===== src/rtl/mult_sched_pkg.sv =====
// Shared types and constants for the multiply job scheduler.
package mult_sched_pkg;

   // Address width the job record is built for; the scheduler's AW defaults to this.
   localparam int JOB_AW = 3;

   // Register-file slots holding the two multiplier operands.
   localparam logic RF_REG_A = 1'b0;
   localparam logic RF_REG_B = 1'b1;

   typedef enum logic [2:0] {
      IDLE,
      LOAD_A,
      LOAD_B,
      STORE,
      DONE
   } state_e;

   typedef struct packed {
      logic [JOB_AW-1:0] adr1;
      logic [JOB_AW-1:0] adr2;
      logic [JOB_AW-1:0] dest;
   } job_t;

endpackage


===== src/rtl/sched_job_fifo.sv =====
// Circular job FIFO: power-of-two depth, pointers wrap naturally, separate occupancy counter.
module sched_job_fifo #(
   parameter int DEPTH = 4,
   parameter int W     = 9
) (
   input  logic                     clk,
   input  logic                     rst,
   input  logic                     push,
   input  logic                     pop,
   input  logic [W-1:0]             din,
   output logic [W-1:0]             dout,
   output logic                     full,
   output logic                     empty,
   output logic [$clog2(DEPTH):0]   count
);

   localparam int PW = $clog2(DEPTH);
   localparam int CW = PW + 1;

   logic [W-1:0]  mem_q [DEPTH];
   logic [PW-1:0] wr_ptr_q, wr_ptr_d;
   logic [PW-1:0] rd_ptr_q, rd_ptr_d;
   logic [CW-1:0] count_q, count_d;
   logic          do_push, do_pop;

   assign full    = (count_q == CW'(DEPTH));
   assign empty   = (count_q == '0);
   assign count   = count_q;
   assign dout    = mem_q[rd_ptr_q];
   assign do_push = push && !full;
   assign do_pop  = pop && !empty;

   // Advance pointers and occupancy; simultaneous push/pop leaves count unchanged.
   always_comb begin
      wr_ptr_d = wr_ptr_q;
      rd_ptr_d = rd_ptr_q;
      count_d  = count_q;
      if (do_push) wr_ptr_d = wr_ptr_q + PW'(1);
      if (do_pop)  rd_ptr_d = rd_ptr_q + PW'(1);
      case ({do_push, do_pop})
         2'b10:   count_d = count_q + CW'(1);
         2'b01:   count_d = count_q - CW'(1);
         default: count_d = count_q;
      endcase
   end

   // Pointer/count registers, cleared by reset.
   always_ff @(posedge clk) begin
      if (rst) begin
         wr_ptr_q <= '0;
         rd_ptr_q <= '0;
         count_q  <= '0;
      end else begin
         wr_ptr_q <= wr_ptr_d;
         rd_ptr_q <= rd_ptr_d;
         count_q  <= count_d;
      end
   end

   // Storage needs no reset: entries are only read after being written.
   always_ff @(posedge clk) begin
      if (do_push) mem_q[wr_ptr_q] <= din;
   end

endmodule


===== src/rtl/mult_job_sched.sv =====
// Queued scheduler: buffers multiply jobs and sequences each through
// ROM -> register file -> multiplier -> RAM, one job per 4 cycles when streaming.
module mult_job_sched
   import mult_sched_pkg::*;
#(
   parameter int DEPTH = 4,
   parameter int AW    = JOB_AW
) (
   input  logic          clk,
   input  logic          rst,
   input  logic          cmd_valid,
   output logic          cmd_ready,
   input  logic [AW-1:0] cmd_adr1,
   input  logic [AW-1:0] cmd_adr2,
   input  logic [AW-1:0] cmd_dest,
   input  logic          hold,
   output logic [AW-1:0] rom_adr,
   output logic          w_rf,
   output logic          DA,
   output logic          SA,
   output logic          SB,
   output logic          w_ram,
   output logic [AW-1:0] ram_adr,
   output logic          busy,
   output logic          done,
   output logic [AW-1:0] done_dest,
   output logic [AW:0]   pending
);

   localparam int CW = $clog2(DEPTH) + 1;

   state_e        state_q, state_d;
   job_t          job_q, job_d;
   job_t          cmd_job, fifo_head;
   logic          fifo_full, fifo_empty;
   logic          push, pop;
   logic [CW-1:0] fifo_count;

   // No pass-through when full: ready depends only on registered occupancy and reset.
   assign cmd_ready = !fifo_full && !rst;
   assign push      = cmd_valid && cmd_ready;
   assign pending   = rst ? '0 : (AW+1)'(fifo_count);
   assign busy      = (state_q != IDLE) && !rst;

   // Pack the incoming command into a job record.
   always_comb begin
      cmd_job      = '0;
      cmd_job.adr1 = cmd_adr1;
      cmd_job.adr2 = cmd_adr2;
      cmd_job.dest = cmd_dest;
   end

   sched_job_fifo #(
      .DEPTH (DEPTH),
      .W     ($bits(job_t))
   ) u_fifo (
      .clk   (clk),
      .rst   (rst),
      .push  (push),
      .pop   (pop),
      .din   (cmd_job),
      .dout  (fifo_head),
      .full  (fifo_full),
      .empty (fifo_empty),
      .count (fifo_count)
   );

   // Next state: IDLE and DONE may launch the next queued job unless held.
   always_comb begin
      state_d = state_q;
      job_d   = job_q;
      pop     = 1'b0;
      unique case (state_q)
         IDLE, DONE: begin
            if (!fifo_empty && !hold) begin
               pop     = 1'b1;
               job_d   = fifo_head;
               state_d = LOAD_A;
            end else begin
               state_d = IDLE;
            end
         end
         LOAD_A:  state_d = LOAD_B;
         LOAD_B:  state_d = STORE;
         STORE:   state_d = DONE;
         default: state_d = IDLE;
      endcase
   end

   // State and job registers; reset drops the in-flight job.
   always_ff @(posedge clk) begin
      if (rst) begin
         state_q <= IDLE;
         job_q   <= '0;
      end else begin
         state_q <= state_d;
         job_q   <= job_d;
      end
   end

   // Datapath control decode from registered state only; forced quiet during reset.
   always_comb begin
      w_rf      = 1'b0;
      DA        = RF_REG_A;
      SA        = RF_REG_A;
      SB        = RF_REG_A;
      w_ram     = 1'b0;
      rom_adr   = '0;
      ram_adr   = '0;
      done      = 1'b0;
      done_dest = '0;
      if (!rst) begin
         unique case (state_q)
            LOAD_A: begin
               rom_adr = job_q.adr1;
               DA      = RF_REG_A;
               w_rf    = 1'b1;
            end
            LOAD_B: begin
               rom_adr = job_q.adr2;
               DA      = RF_REG_B;
               w_rf    = 1'b1;
            end
            STORE: begin
               SA      = RF_REG_A;
               SB      = RF_REG_B;
               ram_adr = job_q.dest;
               w_ram   = 1'b1;
            end
            DONE: begin
               done      = 1'b1;
               done_dest = job_q.dest;
            end
            default: ;
         endcase
      end
   end

endmodule

===== config.mk =====
export PLATFORM = sky130hd
export DESIGN_NAME = mult_job_sched
export DESIGN_NICKNAME = d
export VERILOG_FILES = /design/src/rtl/mult_sched_pkg.sv /design/src/rtl/sched_job_fifo.sv /design/src/rtl/mult_job_sched.sv
export SDC_FILE = /design/constraint.sdc
export NUM_CORES = 1
export LEC_CHECK = 0
export BUFFER_PORTS_ARGS = -buffer_cell sky130_fd_sc_hd__buf_2
export CAP_MARGIN = 5
export CORE_MARGIN = 4
export CORE_UTILIZATION = 25
export DETAILED_ROUTE_END_ITERATION = 10
export PLACE_DENSITY_LB_ADDON = 0.2
export SETUP_SLACK_MARGIN = 0.05
export SYNTH_ARGS = -nofsm -noshare
export SYNTH_HDL_FRONTEND = slang
export SYNTH_HIERARCHICAL = 1
export SYNTH_SLANG_ARGS = --single-unit

===== constraint.sdc =====
create_clock -name clk -period 2.5 [get_ports clk]
set_clock_uncertainty 0.05 [all_clocks]
set_input_delay 0.125 -clock clk [delete_from_list [all_inputs] [get_ports clk]]
set_output_delay 0.125 -clock clk [all_outputs]
set_load 0.005 [all_outputs]

==> results.ini <==
[clocking]
clk_pin_slew_ps = 60
clk_latency_ps = 320
clockBufferDepth = 2
cts_tree = yes
cts.sinks = 57
cts_root_buf = clkbuf_8
h-tree-depth = 3
cts_made_buffers = 9

[cells_and_area]
layout_common_cells = edfxtp_1, buf_2, nand2b_1
final-seq-area_mm2 = 0.00151
multi_input_area_um2 = 931
postLayoutCoreUtil_pct = 31.9
num-fill-cells = 1032
area_delta_synth_final_pct = 24.2
drive_gt1_share_pct = 29.8
layout_commonest_cell = edfxtp_1
nNetsFinal = 252
diodes = 0

[yosys]
ys.warnings.count = 6
synth_top_area_share_pct = 42.8
synthTopCellsByArea = edfxtp_1, dfxtp_1, mux4_2, nand2b_1, mux2i_1
synth_edf_count = 36
yosys.area.top_type = edfxtp_1
synth_cells = 185
ys.flop_type = edfxtp_1
async_reset_ff_share_pct = 0
yosysSeqAreaShare_pct = 59.5
netlist_area_mm2 = 0.00252
synth_cell_types = 33
synth-seq-cells = 57
synth_area_per_cell_um2 = 13.6

[sta]
fin_crit_sh_pct = 90.1
hold_slack_ps = 199
finalSetupViolCount = 0
hold_viol_final = 0
slew_violations = 0
setup_slack_ps = 246
max_freq_mhz = 444
rsz0062_at_grt = no
maxSlewHeadroom_pct = 57.6
fin_tns_setup_ps = 0
period_needed_ps = 2250
worstMarginPinSlew_ps = 634

[die]
fp-row-count = 36
initial_utilization_pct = 25.7
core_area_mm2 = 0.00982
die_h_um = 108
io_pins = 34
die_w_um = 108
dieArea_mm2 = 0.0118

[drt]
final_antenna_net_count = 0
drt-total-wl_um = 4830
drc = 0
firstDrtPassIters = 4
vias = 1506
first_iter_violations = 48
routed_via_density = 4.06
drt-wirelength-per-cell_um = 13.0

[worst_setup_path]
worst_setup_path_start_kind = register
path_class = reg -> reg
cp.arrival_ps = 2460
critPathRequiredTime_ps = 2710
cp-end-kind = register
crit_fanout = 4

[global_routing]
grtUsageTotal_pct = 8.77
grt_pass1_vias = 1466
grt_overflow = 0
grt_start_max_net_pins = 37
grt_antenna_before_repair = 0
grt_pass1_wl_um = 7640

[power_and_ir_drop]
power_density_mw_per_mm2 = 652
p_leak_nw = 1.12
worst_ir_drop_vdd_mv = 0.192

[place]
dp_slack_ps = 86.8
dp_hpwl_um = 3240
port_buffers = 31
gp_congestion = 0.697

[flow_run]
cap_violations = 0

[min_path]
hp-class = in -> reg

[outcome]
status = finished, final reports clean

## worst paths after layout
kind | slack, ps | endpoint | cells past startpoint | from
setup reg to reg | 250 | u_fifo/count[2] | 12 | u_fifo/count[0]
hold / removal | 200 | register | 5 | hold
setup / recovery | 250 | u_fifo/count[2] | 12 | u_fifo/count[0]
hold reg to reg | 430 | job_q[5] | 2 | job_q[5]
## critical path: stages (launching register included)
cell and delay (ps):
dfxtp_4 360, nor3b_4 220, nor2_1 80, and2_1 150, inv_1 70, nor2_1 60
inv_1 60, ha_2 170, inv_1 50, fa_2 330, xor2_1 150, or3_1 300
a21oi_1 140
## sequential cells by signal (all words and copies together), names as in the netlist, named ones only
| register | flops |
|---|---|
| job_q | 9 |
| state_q | 3 |
| u_fifo/count | 3 |
| u_fifo/mem_q | 36 |
| u_fifo/rd_ptr_q | 2 |
| u_fifo/wr_ptr_q | 2 |
## per-layer routing
metal | up-vias | part of all wire [%] | track usage [%] | routed length (um)
met5 | - | 0 | 0 | 0
met4 | 0 | 0.85 | 4.06 | 41
met3 | 4 | 5.0 | 2.81 | 241
met2 | 35 | 45 | 12.5 | 2160
met1 | 722 | 49 | 12.0 | 2380
li1 | 745 | - | - | -
## layout make-up
class	count	share of cell area, %
clock buffer	9	3.95
clock inverter	7	1.96
inverter	9	1.08
multi-input combinational	107	29.7
sequential	57	48.0
tap	133	5.31
timing repair buffer	49	9.98
## where the power goes
part	switching (mW)	internal [mW]	leakage [nW]
combinational	0.0925	0.0935	0.531
clock	0.353	0.447	0.0877
sequential	0.0236	1.03	0.498
## cell usage after synthesis (all sizes together), types with 5 or more instances
| master | n |
|---|---|
| nor2 | 9 |
| inv | 9 |
| a21oi | 9 |
| buf | 9 |
| and2 | 11 |
| ha | 5 |
| edfxtp | 36 |
| mux2i | 10 |
| nand3b | 6 |
| nand2b | 22 |
| mux4 | 9 |
| dfxtp | 21 |
## through the flow
| stage | power, mW | instances | area, um^2 |
|---|---|---|---|
| 3_3_place_gp | 1.24 | 343 | 2820 |
| 5_1_grt | 2.14 | 371 | 3140 |
| 3_5_place_dp | 1.25 | 343 | 2820 |
| 6_report | 2.04 | 371 | 3140 |
| 4_1_cts | 2.07 | 368 | 3100 |
| 2_1_floorplan | 1.19 | 186 | 2530 |
## cells by family after synthesis
group / synth area share, %
simple gates: 16.6
flops: 59.5
buf+inv: 4.21
mux: 12.0
compound gates: 3.22
fa+ha+maj: 3.27
xor+xnor: 1.04
other cells: 0.149
## what timing repair did
item / in CTS / in global routing
endpoints found under the hold margin: 36 / 0
hold buffers: 9 / 0
buffers inserted: 0 / 3
gates resized for setup: 0 / 6
endpoints found under the setup margin: 0 / 1
Note: power is estimated with default switching activity, not from simulation.
